===== config.mk =====
export PLATFORM = sky130hd
export DESIGN_NAME = sound_sequencer
export DESIGN_NICKNAME = d
export VERILOG_FILES = /design/src/rtl/sound_pkg.sv /design/src/rtl/sound_sequencer_tone_gen.sv /design/src/rtl/sound_sequencer.sv
export SDC_FILE = /design/constraint.sdc
export NUM_CORES = 1
export LEC_CHECK = 0
export ABC_AREA = 1
export BUFFER_PORTS_ARGS = -buffer_cell sky130_fd_sc_hd__buf_4
export CORE_AREA = 2 2 114 116
export DETAILED_ROUTE_END_ITERATION = 10
export DIE_AREA = 0 0 116 118
export SYNTH_ARGS = -nofsm -noshare
export SYNTH_HDL_FRONTEND = slang
export SYNTH_SLANG_ARGS = --single-unit

===== constraint.sdc =====
create_clock -name clk -period 4.39 [get_ports clk]
set_clock_uncertainty 0.05 [all_clocks]
set_input_delay 1.317 -clock clk [delete_from_list [all_inputs] [get_ports clk]]
set_output_delay 1.317 -clock clk [all_outputs]
set_load 0.01 [all_outputs]

===== src/rtl/sound_pkg.sv =====
// Shared types and constants for the pong sound sequencer.
// Event ids are also the bit index + 1 of the pending vector {score, paddle, wall}.
package sound_pkg;

    typedef enum logic [1:0] {
        IDLE = 2'd0,
        PLAY = 2'd1,
        GAP  = 2'd2
    } state_t;

    localparam logic [1:0] ID_NONE   = 2'd0;
    localparam logic [1:0] ID_WALL   = 2'd1;
    localparam logic [1:0] ID_PADDLE = 2'd2;
    localparam logic [1:0] ID_SCORE  = 2'd3;

    localparam int HP_W_DEFAULT = 18;
    localparam int T_W_DEFAULT  = 24;

    // Fixed priority: score > paddle > wall.
    function automatic logic [1:0] prio_id(input logic [2:0] pend);
        if (pend[2])      return ID_SCORE;
        else if (pend[1]) return ID_PADDLE;
        else if (pend[0]) return ID_WALL;
        else              return ID_NONE;
    endfunction

endpackage


===== src/rtl/sound_sequencer_tone_gen.sv =====
// Square-wave generator: phase counts 0..HP-1, pwm toggles on wrap (period 2*HP).
// load restarts at phase 0 with pwm low and has priority over run.
module tone_gen #(
    parameter int HP_W = 18
) (
    input  logic            clk,
    input  logic            rst,
    input  logic            load,
    input  logic [HP_W-1:0] half_period,
    input  logic            run,
    output logic            pwm
);

    logic [HP_W-1:0] hp_q;
    logic [HP_W-1:0] phase;

    always_ff @(posedge clk) begin
        if (rst) begin
            hp_q  <= '0;
            phase <= '0;
            pwm   <= 1'b0;
        end else if (load) begin
            hp_q  <= half_period;
            phase <= '0;
            pwm   <= 1'b0;
        end else if (run) begin
            if (phase == hp_q - HP_W'(1)) begin
                phase <= '0;
                pwm   <= ~pwm;
            end else begin
                phase <= phase + HP_W'(1);
            end
        end
    end

endmodule


===== src/rtl/sound_sequencer.sv =====
// Latches game sound events, plays the highest-priority one as a timed square-wave tone,
// then holds a silent gap; score preempts a playing wall/paddle tone, mute flushes everything.
module sound_sequencer
    import sound_pkg::*;
#(
    parameter int unsigned DUR_CYCLES = 10_000_000,
    parameter int unsigned GAP_CYCLES = 1_000_000,
    parameter int unsigned HP_WALL    = 113_636,
    parameter int unsigned HP_PADDLE  = 56_818,
    parameter int unsigned HP_SCORE   = 227_272,
    parameter int          HP_W       = HP_W_DEFAULT,
    parameter int          T_W        = T_W_DEFAULT
) (
    input  logic       clk,
    input  logic       rst,
    input  logic       ev_wall,
    input  logic       ev_paddle,
    input  logic       ev_score,
    input  logic       mute,
    output logic       AUD_PWM,
    output logic       AUD_SD,
    output logic       busy,
    output logic [1:0] active_id
);

    localparam logic [T_W-1:0] DUR_LOAD = T_W'(DUR_CYCLES - 1);
    localparam logic [T_W-1:0] GAP_LOAD = T_W'(GAP_CYCLES - 1);

    state_t          state, state_n;
    logic [2:0]      ev_q;
    logic [2:0]      pending, pending_n;
    logic [2:0]      rise, clr;
    logic [1:0]      cur_id, cur_n, gid;
    logic [T_W-1:0]  dur_cnt, dur_n;
    logic [T_W-1:0]  gap_cnt, gap_n;
    logic            tone_load;
    logic [HP_W-1:0] hp_sel;
    logic            pwm_raw;

    assign rise = {ev_score, ev_paddle, ev_wall} & ~ev_q;

    always_ff @(posedge clk) begin
        if (rst) begin
            state   <= IDLE;
            ev_q    <= '0;
            pending <= '0;
            cur_id  <= ID_NONE;
            dur_cnt <= '0;
            gap_cnt <= '0;
        end else begin
            state   <= state_n;
            ev_q    <= {ev_score, ev_paddle, ev_wall};
            pending <= pending_n;
            cur_id  <= cur_n;
            dur_cnt <= dur_n;
            gap_cnt <= gap_n;
        end
    end

    always_comb begin
        state_n   = state;
        cur_n     = cur_id;
        dur_n     = dur_cnt;
        gap_n     = gap_cnt;
        clr       = 3'b000;
        tone_load = 1'b0;
        gid       = prio_id(pending);

        case (state)
            IDLE: begin
                if (pending != 3'b000) begin
                    state_n   = PLAY;
                    cur_n     = gid;
                    dur_n     = DUR_LOAD;
                    tone_load = 1'b1;
                    clr       = (gid == ID_SCORE)  ? 3'b100 :
                                (gid == ID_PADDLE) ? 3'b010 : 3'b001;
                end
            end
            PLAY: begin
                // Score cuts in on a lesser tone; a repeat score just queues.
                if (pending[2] && cur_id != ID_SCORE) begin
                    cur_n     = ID_SCORE;
                    dur_n     = DUR_LOAD;
                    tone_load = 1'b1;
                    clr       = 3'b100;
                end else if (dur_cnt == '0) begin
                    state_n = GAP;
                    gap_n   = GAP_LOAD;
                end else begin
                    dur_n = dur_cnt - T_W'(1);
                end
            end
            GAP: begin
                if (gap_cnt == '0) state_n = IDLE;
                else               gap_n   = gap_cnt - T_W'(1);
            end
            default: state_n = IDLE;
        endcase

        if (mute) begin
            state_n   = IDLE;
            tone_load = 1'b0;
        end

        // Set beats clear so a re-hit of the granted event stays queued.
        pending_n = mute ? 3'b000 : ((pending & ~clr) | rise);

        case (cur_n)
            ID_SCORE:  hp_sel = HP_W'(HP_SCORE);
            ID_PADDLE: hp_sel = HP_W'(HP_PADDLE);
            default:   hp_sel = HP_W'(HP_WALL);
        endcase
    end

    tone_gen #(.HP_W(HP_W)) u_tone (
        .clk         (clk),
        .rst         (rst),
        .load        (tone_load),
        .half_period (hp_sel),
        .run         (state == PLAY),
        .pwm         (pwm_raw)
    );

    assign AUD_SD    = (state == PLAY);
    assign AUD_PWM   = (state == PLAY) && pwm_raw;
    assign busy      = (state != IDLE);
    assign active_id = (state == PLAY) ? cur_id : ID_NONE;

endmodule

### After elaboration in Yosys (flattened, before gate mapping)

Index checks and enable logic that the tools add are counted.

* logic and storage cells: 79
* register bits after elaboration: 95
* output and inout bits: 5
* input port bits: 6

* add/subtract/negate cells: 4
* bitwise gates (word level): 6
* reductions and logical operators: 15
* mux-type cells: 31
* eq/ne operators: 14

Operator list (count)
* 24-bit 2-to-1 mux: 6
* 24-bit case mux with 2 select lines: 2
* 24-bit zero test: 2
* 24-bit by 1-bit subtractor with 24-bit output, second input constant: 2
* 18-bit case mux with 2 select lines: 1
* 2-bit 2-to-1 mux: 10
* 18-bit by 1-bit adder with 18-bit output, second input constant: 1
* 18-bit == test: 1
* 18-bit 2-to-1 mux: 1
* 18-bit by 1-bit subtractor with 18-bit output, second input constant: 1
* 2-bit == test, second input constant: 5
* 2-bit inequality test, second input constant: 5
* 3-bit 2-to-1 mux: 3
* 4-bit AND reduction: 2
* 3-bit bitwise AND: 2
* 3-bit NOT: 2
* 2-bit case mux with 3 select lines: 1
* 3-bit case mux with 2 select lines: 1
* 2-bit nonzero test: 3
* 1-bit 2-to-1 mux: 4
* 2-bit case mux with 2 select lines: 1
* 2-bit OR reduction: 2
* 3-bit inequality test, second input constant: 1
* 3-bit OR: 1
* 9 further kinds: 10

### Depth between registers and ports, before layout

Gate-level depths: netlist of the first run.

* word-level depth: 11
* gate-level depth with buffers: 15

### Cells and area by module

A second synthesis of the first run with hierarchy kept.

* cell total of the unflattened synthesis: 985
* area, all modules: 6129.6 um2

By module, submodules not included
* sound_sequencer: instances 1, cells an instance 568, area each 3543.4 um2, sequential area each 1161.1 um2
* tone_gen: instances 1, cells an instance 417, area each 2586.2 um2, sequential area each 740.7 um2

### Least setup slack after synthesis of the first run

No wires, ideal clock.

* path kind: flip-flop to output port
* start: register state[0]
* end: output AUD_PWM
* buffers on the path: 1
* required time: 3023 ps
* stages on the path, launching flop included: 6
* path slack: 1921 ps
* arrival time: 1102 ps
* cells stage by stage: dfxtp_1 > inv_1 > nor2_4 > clkinv_1 > clkbuf_1 > nor2_1

* cells in the longest elaborated chain, start to end: 2

RTL lines
* from (decl): RTL line sound_sequencer.sv:29 `state_t state, state_n;`
* from (signal assigned): RTL line sound_sequencer.sv:51 `state <= state_n;`
* 2-bit by 1-bit == test with 1-bit output: RTL line sound_sequencer.sv:126 `assign AUD_PWM = (state == PLAY) && pwm_raw;`
* 1-bit logical AND: RTL line sound_sequencer.sv:126
* to (decl): RTL line sound_sequencer.sv:20 `output logic AUD_PWM,`

Every way passes these cells.

### Worst setup path after layout of the first run

* start: register state[0]
* end: output active_id[1]

* cells in the longest elaborated chain, start to end: 2

RTL lines
* 2-bit by 1-bit == test with 1-bit output: RTL line sound_sequencer.sv:128 `assign active_id = (state == PLAY) ? cur_id : ID_NONE;`
* 2-bit 2-to-1 mux: RTL line sound_sequencer.sv:128
* to (decl): RTL line sound_sequencer.sv:23 `output logic [1:0] active_id`

Every way passes these cells.

==> results of run 1 <==
[worst paths after layout]
path	startpoint	to	slack, ns	cells past startpoint
worst max-delay path	state[0]	active_id[1]	0.92	5
worst min-delay path	dur_cnt[0]	dur_cnt[0]	0.42	1
worst max register to register	state[0]	u_tone.phase[8]	1.82	9
worst min register to register	dur_cnt[0]	dur_cnt[0]	0.42	1
[synth_stat cells (all sizes together)]
master	number	area, um^2
nand2	178	691
nor3	12	65.1
o21ai	33	165
xnor2	9	78.8
inv	92	345
nor4	1	6.26
clkbuf	6	23.8
o31ai	1	7.51
or2	10	62.6
dfxtp	84	1680
nand3b	2	15.0
nand4	16	115
o22ai	2	12.5
a21oi	52	264
buf	8	70.1
a31oi	7	43.8
ha	4	50.1
and3	5	31.3
nand3	63	325
nor2	142	568
o21a	3	22.5
clkinv	3	11.3
a211oi	3	27.5
xor2	25	219
[final cells by class]
cell class                      count  area share (%)
Clock inverter                      4            1.34
Inverter                           95            6.58
Multi-Input combinational cell    568            51.1
Clock buffer                       12            4.55
Sequential cell                    84            31.0
Tap cell                          172            3.97
Timing Repair Buffer               10            1.39
[flip-flops by register name, summed over array words and instances, names as in the netlist]
signal and count:
dur_cnt 24, gap_cnt 24, u_tone.phase 18, u_tone.hp_q 7, ev_q 3, pending 3
cur_id 2, state 2, u_tone.pwm 1
[routing by layer]
metal / GRT usage (%) / up-vias
met5: 0 / -
met4: 8.18 / 0
met3: 3.45 / 21
met2: 29.9 / 78
met1: 24.2 / 2154
li1: - / 2452
[worst register-to-register path, delay by kind of cell (launching register included)]
kind,cells,cell delay [ns]
flops,1,0.35
simple gates,5,1.13
xor+xnor,1,0.14
buf+inv,3,0.78
[power groups by stage]
stage | clock, uW | combinational, uW | sequential, uW
6_report | 824 | 398 | 828
5_1_grt | 875 | 461 | 832
4_1_cts | 843 | 397 | 827
3_5_place_dp | 0 | 393 | 844
3_3_place_gp | 0 | 390 | 842
2_1_floorplan | 0 | 321 | 835
[metrics by stage]
step / std cells / total power, uW / setup WS (ns)
2_1_floorplan: 761 / 1160 / 1.92
3_3_place_gp: 929 / 1230 / 1.37
3_5_place_dp: 929 / 1240 / 1.29
4_1_cts: 945 / 2070 / 0.912
5_1_grt: 945 / 2170 / 0.698
6_report: 945 / 2050 / 0.915
[layout by cell type, fill, tap and decap left out, types with 3 or more instances in the layout]
master / count
xor2_1: 25
inv_2: 3
a21oi_1: 51
nand3_1: 61
and3_1: 5
xnor2_1: 9
clkinv_1: 3
or2_2: 8
o21ai_1: 4
nand4_1: 15
nand2_2: 6
a31oi_1: 7
clkbuf_16: 9
nor2_1: 134
nor2_2: 5
buf_4: 10
o21ai_0: 29
nand2_1: 171
o21a_1: 3
dfxtp_1: 84
ha_1: 4
nor2_4: 3
nor3_1: 11
inv_1: 89
[cell families after synthesis]
| logic type | count (synthesis) | synth area share (%) |
|---|---|---|
| buffers and inverters | 109 | 9.19 |
| and+or+nand+nor | 429 | 38.3 |
| DFF | 84 | 34.3 |
| adders and majority gates | 4 | 1.02 |
| AOI/OAI and AO/OA | 101 | 11.1 |
| xor gates and xnor gates | 34 | 6.07 |
==> metrics list, run 1 <==
- The later pin in the worst-skew pair is clocked with a latency of 0.35 ns.
* Total iterations of the first detailed-routing run: 5
- Post-Route Hold Slack: 0.421 ns
- Flops & latches, synth: 84
- For this run, the top clock speed supported by timing is 288 MHz.
- The number of clock buffers added by TritonCTS is 9.
- Number of nets with antenna violations after detailed routing: 0
* Fin crit period: 3.47 ns
- Part of the total power dissipated in sequential elements: 40.4%
* Clock tree from TritonCTS: done
* Critical path class: register to output port
- Headroom to the max-slew limit: 60.3%
- The number of nets handed over by synthesis was 771.
- The flow ran to the end, and the final reports show no timing, DRC or antenna violations.
* CTS hold repair buffers: 0
* Sequential cell area fraction in the yosys report: 34.3%
- For this design the static power due to leakage is 0.00241 uW.
- Antenna violations before repair: 0
- Number of placed I/O pins: 11
- Switching share of total power: 29.8%
- Counting every instance in the synthesized netlist gives 761.
- The count of final max-slew check failures is 0.
- Yosys mapped the design onto 40 distinct sky130hd cell types.
- During synthesis, Yosys emitted a total of 0 warnings.
* Final number of hold-violating endpoints: 0
- After detailed placement, the total cell area comes to 5100 um^2.
* Fin util: 43.6%
* Critical path, cell by cell: inv_1 -> nor2_4 -> clkinv_1 -> nor2_1 -> buf_4
- Summed over all nets, wire length on met3 after detailed routing comes to 434 um.
- HPWL after DPL: 8.87 mm
- Counting every sink on the clock net gives 84.
* Layout net count: 778
* Met2 wire len: 5.65 mm
* Highest metal layer with signal wires: met4
- Buffers added to address setup during post-CTS repair amount to 0.
- The path class of the tightest hold or removal check is register to register.
- The floorplan step set the die width to 116 um.
* Global-route wire length before repair: 20.3 mm
* Die Y: 118 um
- The die covers 13,700 um^2.
- Maximum count of clock buffers along a single path: 2
* Input/output buffers: 10
- Mean cell area of the mapped netlist: 6.44 um^2
- Part of the cycle the worst path needs: 79.2%
- After detailed routing, the average wire length per cell comes to 12.7 um.
- Total Negative Setup Slacks: 0 ns
* Cell type of the slowest stage on the worst timing path: clkinv_1
* Capturing element type of the critical path: output port
- Post-route DRC: 0
- Cell class contributing the biggest share of worst-path delay: buffers and inverters
- Setup violations remaining at the end of the flow were counted as 0.
- The number of global-route vias before repair was 4,353.
- CTS H-tree depth: 3
- Crit path buffers/inverters: 3
- Wires add up to 12.0 mm.
* Number of gates given a new drive strength after cts: 0
- Switching Power: 610 uW
- Design internal power: 1440 uW
- Initial standard-cell utilization of the core: 39.5%
- Data on the critical path is required at its endpoint by 3.02 ns.
- Maximum number of pins on one net before global-route repair: 41
- Sequential cell area in the final layout: 1680 um^2
- The detailed router put a total of 5.63 mm of wire on met1.
- The synthesized netlist occupies a cell area of 4900 um^2.
* Via total after detailed routing: 4,705
- Along the worst path, the maximum fanout reaches 18.
* Register clock-pin slew on the reported worst setup and hold paths: 0.06 ns
- Master cell of the clock root buffer: clkbuf_16
* ANT cells: 0
- Site row count: 41
- Fill cells: 1,326
- Area taken by multi-input logic gates: 2770 um^2
* Peak supply drop: 0.220 mV
- Startpoint types: register
- Number of violations of the max-capacitance limit: 0
- Transition time at the pin with the least slew margin: 0.593 ns
* Drt first-iter violations: 298
- Combinational logic burns 19.4% of the power.
- Summing all non-filler instances in the final layout gives an area of 5420 um^2.
- Share of post-route cells with drive strength above 1: 7.24%
- Part of the power in the clock network: 40.2%
* Total routing resource utilization after global routing: 18.6%
- The floorplan step defined a core boundary enclosing 12,400 um^2.
* Relative area change from synthesis to final layout: 10.5%
- P per Cell Area: 378 nW/um^2
* Placer Congestion: 0.918
- On the worst path, the slowest cell contributes a delay of 0.56 ns.
* Data arrival time of the worst path: 2.11 ns
- Unrepaired setup endpoints after global routing: false
* Overflow left after global routing: 0
- Vias per cell: 4.98
(Power assumes the default switching activity.)
==> run 2: changes to the inputs <==
==> constraint.sdc (replaced) <==
create_clock -name clk -period 3.6 [get_ports clk]
set_clock_uncertainty 0.05 [all_clocks]
set_input_delay 1.08 -clock clk [delete_from_list [all_inputs] [get_ports clk]]
set_output_delay 1.08 -clock clk [all_outputs]
set_load 0.01 [all_outputs]
==> run 2 against run 1 <==
Final cell count is 0.21% higher. Power rose by 19%. First-iteration DRC count decreased by 1.0%. Clock power increased by 14%. Non-clock buffer count rose by 2. Critical path depth up 1. Routed wire length decreased by 0.89%. Worst setup slack better by 0.040 ns. Sequential power is 22% higher. Largest cell class unchanged.
==> metrics list, run 2 (same netlist as run 1, synthesis figures left out) <==
- Result of the run: finished, final reports clean (unchanged).
* Setup-violating endpoint count in the final report: 0 (unchanged)
- Critical path class: register to output port (unchanged)
- The number of top-level pins came to 11 (unchanged).
- The cell internal power dissipation came to 1690 uW (was 1440 uW).
- Headroom to the max-slew limit: 61.5% (was 60.3%)
* Part of the cycle the worst path needs: 73.5%
- Clock tree from TritonCTS: done (unchanged)
- Global-route wire length before repair: 20.6 mm (was 20.3 mm)
- Worst Hold Endpoint: dur_cnt[0] (unchanged)
- Number of max-slew violations in the final report: 0 (unchanged)
- Highest Clock Rate: 378 MHz
* Input/output buffers: 10 (unchanged)
* Transition time at the pin with the least slew margin: 0.575 ns (was 0.593 ns)
- The smallest setup slack after layout came to 0.955 ns (was 0.915 ns).
- The final weighted congestion of routability-driven global placement is 0.925 (was 0.918).
* Peak supply drop: 0.223 mV (was 0.220 mV)
* Clk sinks: 84 (unchanged)
- The aggregate negative setup slack is 0 ns (unchanged).
- Reg2reg setup slack: 1.04 ns (was 1.82 ns)
- Initial standard-cell utilization of the core: 39.5% (unchanged)
- Overflow left after global routing: 0 (unchanged)
- Unrepaired setup endpoints after global routing: false (unchanged)
- Register clock-pin slew on the reported worst setup and hold paths: 0.06 ns (about the same)
* Worst hold path type: register to register (unchanged)
* Fin crit period: 2.64 ns
* Switching Power: 747 uW (was 610 uW)
- Switching share of total power: 30.7% (was 29.8%)
- The total power density per cell area was 449 nW/um^2 (was 378 nW/um^2).
- The layout cell share with drive strength beyond 1 came to 7.74% (was 7.24%).
- The post-CTS repair timing setup buffer count is 0 (unchanged).
* Layout net count: 780 (was 778)
- The number of placement rows is 41 (unchanged).
* Relative area change from synthesis to final layout: 10.5% (about the same)
- The vertical die dimension came to 118 um (unchanged).
* Post-route DRC: 0 (unchanged)
- The number of hold violations in the final report came to 0 (unchanged).
- Most used cells in the layout excluding fill and tap cells: nand2_1, nor2_1, inv_1 (unchanged).
- Power consumption: 2430 uW (was 2050 uW)
- Most common cell after layout, fill and taps aside: nand2_1 (unchanged)
* Drt first-iter violations: 295 (was 298)
- The number of H-tree levels is 3 (unchanged).
- The peak fanout along the critical path is 14 (was 18).
* Number of clock buffers inserted by TritonCTS: 9 (unchanged)
- Data arrival time of the worst path: 1.51 ns (was 2.11 ns)
- The cell area after layout was 5420 um^2 (about the same).
- The total length of routed wires came to 11.9 mm (was 12.0 mm).
- Die area: 13,700 um^2 (unchanged)
* Worst Hold Launch: dur_cnt[0] (unchanged)
- The remaining antenna violation count is 0 (unchanged).
- The x dimension of the die was 116 um (unchanged).
- Number of violations of the max-capacitance limit: 0 (unchanged)
* Combinational power share: 19.9% (was 19.4%)
* Worst R2R Path Depth: 12 (was 9)
* Vias in the first global route: 4,456 (was 4,353)
* Reg-to-reg critical path endpoint: dur_cnt[3] (was u_tone.phase[8])
- Vias per cell: 4.96 (was 4.98)
* Maximum count of clock buffers along a single path: 2 (unchanged)
- The post-placement setup slack came to 1.06 ns (was 1.29 ns).
- The count of hold-fix buffers inserted at cts was 0 (unchanged).
- The hold-critical path depth came to 1 (unchanged).
* Part of the power in the clock network: 38.6% (was 40.2%)
* Leakage power: 0.00241 uW (about the same)
* ANT cells: 0 (unchanged)
- Master cell of the clock root buffer: clkbuf_16 (unchanged)
- The overall track demand over capacity in global routing came to 18.6% (about the same).
- Startpoint types: register (unchanged)
- The data required time at the worst endpoint came to 2.47 ns (was 3.02 ns).
- Fin util: 43.6% (about the same)
- The cell area after placement came to 5110 um^2 (was 5100 um^2).
- HPWL after DPL: 8.91 mm (was 8.87 mm)
- Total iterations of the first detailed-routing run: 5 (unchanged)
- The routed via count is 4,698 (was 4,705).
- The startpoint of the most critical register-to-register path is dur_cnt[0] (was state[0]).
- Number of gates given a new drive strength after cts: 0 (unchanged)
- Leading registers by flop count: dur_cnt x24, gap_cnt x24, u_tone.phase x18 (unchanged)
- Worst skew pair latency: 0.34 ns (was 0.35 ns)
* Average routed wire per standard cell: 12.6 um (was 12.7 um)
- The portion of total power attributed to sequential cells came to 41.5% (was 40.4%).
* Area of the core: 12,400 um^2 (unchanged)
- Antenna violations before repair: 0 (unchanged)
- The nature of the critical path endpoint was an output port (unchanged).
* Maximum number of pins on one net before global-route repair: 41 (unchanged)
[run 2: changes by cell type in the layout (fill, tap and decap cells not counted), sizes merged]
cell | before | now
buf | 10 | 12
clkbuf | 12 | 10
clkinv | 4 | 6
bufinv | 2 | 1
clkinvlp | 1 | 2
[run 2: metrics by stage]
| stage | instances | hold WS, ns |
|---|---|---|
| floorplan | 761 | 0.383 |
| global placement | 931 | 0.402 |
| detailed placement | 931 | 0.408 |
| CTS | 947 | 0.421 |
| global route | 947 | 0.457 |
| finish | 947 | 0.421 |
[run 2: worst max path at each step]
| stage | startpoint | end | slack, ns |
|---|---|---|---|
| floorplan | state[0] | AUD_PWM | 1.37 |
| global placement | rst | gap_cnt[6] | 1.12 |
| detailed placement | rst | gap_cnt[13] | 1.06 |
| CTS | state[0] | AUD_PWM | 0.93 |
| global route | state[0] | AUD_PWM | 0.83 |
| finish | state[0] | AUD_PWM | 0.96 |
[run 2: critical path: stages, from the launching register on]
cell and delay (ns):
dfxtp_1 0.35, inv_1 0.07, nor2_4 0.09, clkinv_1 0.16, buf_4 0.25, nor2_1 0.12
buf_4 0.14
[run 2: power by group through the flow]
stage	logic, uW	clock network [uW]	registers (uW)
after global routing	557	998	1010
final	485	939	1010
after global placement	475	0	1030
after detailed placement	480	0	1030
after CTS	483	963	1010
after floorplan	391	0	1020
[run 2: metal layers]
metal | up-vias | GRT usage (%) | part of all wire (%)
met3 | 16 | 2.63 | 3.0
met5 | - | 0 | 0
met2 | 74 | 29.5 | 47
li1 | 2450 | - | -
met1 | 2158 | 25.3 | 49
met4 | 0 | 6.99 | 1.7
[run 2: area by class of cell]
| type | instances | area, um^2 |
|---|---|---|
| clock buffers | 10 | 239 |
| clock inverters | 6 | 63.8 |
| fillers | 1346 | 7000 |
| inverters | 95 | 357 |
| multi-input cells | 568 | 2770 |
| flip-flops and latches | 84 | 1680 |
| well taps | 172 | 215 |
| repair buffers | 12 | 90.1 |
==> run 3: changes to the inputs <==
==> constraint.sdc (replaced) <==
create_clock -name clk -period 2.8 [get_ports clk]
set_clock_uncertainty 0.05 [all_clocks]
set_input_delay 0.84 -clock clk [delete_from_list [all_inputs] [get_ports clk]]
set_output_delay 0.84 -clock clk [all_outputs]
set_load 0.01 [all_outputs]
==> run 3 against run 2 <==
Clock-buffer cell count did not move. Flip-flop and latch count did not move. First-iteration DRC count rose by 12%. Via count rose by 0.26%. Register-to-register slack got worse by 0.50 ns. Routed wire length fell by 0.43%.
==> metrics list, run 3 (same netlist as run 1, synthesis figures left out) <==
* Capturing element type of the critical path: output port (unchanged)
- The x dimension of the die came to 116 um (unchanged).
- The number of top-level pins is 11 (unchanged).
- The cell area after layout came to 5420 um^2 (about the same).
* Share of post-route cells with drive strength above 1: 7.86% (was 7.74%)
- Most common cell after layout, fill and taps aside: nand2_1 (unchanged)
- P per Cell Area: 574 nW/um^2 (was 449 nW/um^2)
- Leading registers by flop count: dur_cnt x24, gap_cnt x24, u_tone.phase x18 (unchanged).
* Critical path class: register to output port (unchanged)
* Number of gates given a new drive strength after cts: 0 (unchanged)
- Part of the total power dissipated in sequential elements: 41.7% (was 41.5%)
- Result of the run: finished, final reports clean (unchanged).
- Peak supply drop: 0.245 mV (was 0.223 mV)
- The vertical die dimension is 118 um (unchanged).
* Post-route DRC: 0 (unchanged)
* Number of violations of the max-capacitance limit: 0 (unchanged)
- The number of global-route vias before repair is 4,366 (was 4,456).
- The CTS tree was done (unchanged).
- Fin crit period: 2.45 ns
- The number of antenna violations at the first check in global routing is 0 (unchanged).
* Total routing resource utilization after global routing: 18.5% (was 18.6%)
- The number of hold violations in the final report came to 0 (unchanged).
* Worst hold path type: register to register (unchanged)
- The number of inserted filler cells in the final layout was 1,348 (was 1,346).
- The worst-case headroom to the max-slew limit was 71.6% (was 61.5%).
* Maximum number of pins on one net before global-route repair: 29 (was 41)
- Register clock-pin slew on the reported worst setup and hold paths: 0.06 ns (about the same)
- The synthesis-to-finish area growth is 10.6% (was 10.5%).
- The total length of routed wires is 11.9 mm (about the same).
* CTS hold repair buffers: 0 (unchanged)
- Transition time at the pin with the least slew margin: 0.423 ns (was 0.575 ns)
- The relative contribution of combinational cells to total power was 20.3% (was 19.9%).
- Placer Congestion: 0.921 (was 0.925)
- The starting density of the core was 39.5% (unchanged).
- Leakage power: 0.00242 uW (was 0.00241 uW)
- Startpoint types: register (unchanged)
* Highest Clock Rate: 408 MHz
* Part of the cycle the worst path needs: 87.5%
- The sum of net half-perimeters after detailed placement came to 9.10 mm (was 8.91 mm).
- Number of buffers added for setup after CTS: 0 (unchanged)
* Design internal power: 2160 uW (was 1690 uW)
- The number of clock sinks seen by CTS was 84 (unchanged).
- Post-Layout Cell Count: 948 (was 947)
- The buffer depth of the longest clock path is 2 (unchanged).
* Drt first-iter violations: 331 (was 295)
- The number of nets in the layout was 782 (was 780).
* Largest fanout on the critical path: 10 (was 14)
- The number of antenna repair diodes was 0 (unchanged).
- Number of max-slew violations in the final report: 0 (unchanged)
- The routed wire length per instance is 12.5 um (was 12.6 um).
* Switching share of total power: 30.5% (was 30.7%)
- Data arrival time of the worst path: 1.56 ns (was 1.51 ns)
* Critical path, cell by cell: inv_1 -> nor2_4 -> clkinv_1 -> nor2_1 -> buf_4 (was inv_1 -> nor2_4 -> clkinv_1 -> buf_4 -> nor2_1 -> buf_4)
- The cell area after placement came to 5130 um^2 (was 5110 um^2).
- The post-placement cell count was 933 (was 931).
- Total Negative Setup Slacks: 0 ns (unchanged)
- Global-route wire length before repair: 20.4 mm (was 20.6 mm)
- The family with the most delay on the worst path is buffers and inverters (unchanged).
* Via total after detailed routing: 4,710 (was 4,698)
- Cell type of the slowest stage on the worst timing path: dfxtp_1 (unchanged)
- The number of buffers created by CTS was 9 (unchanged).
- The remaining antenna violation count came to 0 (unchanged).
- Crit path buffers/inverters: 3 (was 4)
- The die area is 13,700 um^2 (unchanged).
* Most used cells in the layout excluding fill and tap cells: nand2_1, nor2_1, inv_1 (unchanged)
- Switching Power: 951 uW (was 747 uW)
- The relative contribution of the clock network to total power came to 38.0% (was 38.6%).
- The number of H-tree levels was 3 (unchanged).
- The floorplan core area is 12,400 um^2 (unchanged).
- Overflow left after global routing: 0 (unchanged)
* Setup-violating endpoint count in the final report: 0 (unchanged)
- Input/output buffers: 10 (unchanged)
- The data required time at the worst endpoint is 1.91 ns (was 2.47 ns).
- The clock tree root buffer cell is clkbuf_16 (unchanged).
* Total iterations of the first detailed-routing run: 5 (unchanged)
- The number of placement rows came to 41 (unchanged).
* Post-route setup slack: 0.351 ns (was 0.955 ns)
- The post-placement setup slack was 0.558 ns (was 1.06 ns).
- The highest cell delay on the worst timing path was 0.34 ns (was 0.35 ns).
- The mean number of vias per cell is 4.97 (was 4.96).
* Unrepaired setup endpoints after global routing: false (unchanged)
- The insertion delay to the later sink of the worst-skew pair came to 0.34 ns (about the same).
[run 3: cell count changes in the layout (fill, tap and decap cells not counted), sizes merged]
cell / previous run / this run
clkinvlp: 2 / 1
buf: 12 / 14
[run 3: metrics by stage]
stage          hold slack [ns]  utilization, %  total power, uW
2_1_floorplan            0.383               -             1810
3_3_place_gp             0.405            41.3             1940
3_5_place_dp             0.411            41.3             1950
4_1_cts                  0.420            43.7             3150
5_1_grt                  0.448            43.7             3290
6_report                 0.417            43.7             3110
[run 3: layer usage]
metal | part of all wire, % | global-route usage (%) | vias up
li1 | - | - | 2451
met1 | 48 | 24.7 | 2151
met2 | 47 | 29.2 | 86
met3 | 3.0 | 2.68 | 22
met4 | 2.8 | 8.78 | 0
met5 | 0 | 0 | -
[run 3: power groups by stage]
| stage | Combinational, uW | Sequential (uW) | Clock, uW |
|---|---|---|---|
| global route | 727 | 1300 | 1260 |
| CTS | 631 | 1300 | 1220 |
| finish | 631 | 1300 | 1180 |
| global placement | 623 | 1320 | 0 |
| detailed placement | 628 | 1320 | 0 |
| floorplan | 503 | 1310 | 0 |
[run 3: path summary, 6_finish.rpt]
check / startpoint / to / slack (ns) / cells after the start
worst max-delay path: state[0] / active_id[0] / 0.35 / 5
worst min-delay path: dur_cnt[0] / dur_cnt[0] / 0.42 / 1
worst max register to register: u_tone.hp_q[4] / u_tone.phase[5] / 0.54 / 11
worst min register to register: dur_cnt[0] / dur_cnt[0] / 0.42 / 1
[run 3: final cells by class]
class	instances	area [um^2]	share of cell area (%)
Clock inverter	5	52.6	0.970
Clock buffer	10	239	4.41
Tap cell	172	215	3.97
Multi-Input combinational cell	568	2770	51.1
Sequential cell	84	1680	31.0
Inverter	95	357	6.58
Timing Repair Buffer	14	105	1.94
[run 3: worst register-to-register path, stage by stage, from the launching register on]
cell,delay [ns]
dfxtp_1,0.39
inv_1,0.14
ha_1,0.27
or2_2,0.30
nand3_1,0.08
nand2_1,0.06
nor2_1,0.08
nand3_1,0.08
nor2_1,0.22
nand3_2,0.14
nand2_2,0.27
nor2_1,0.08
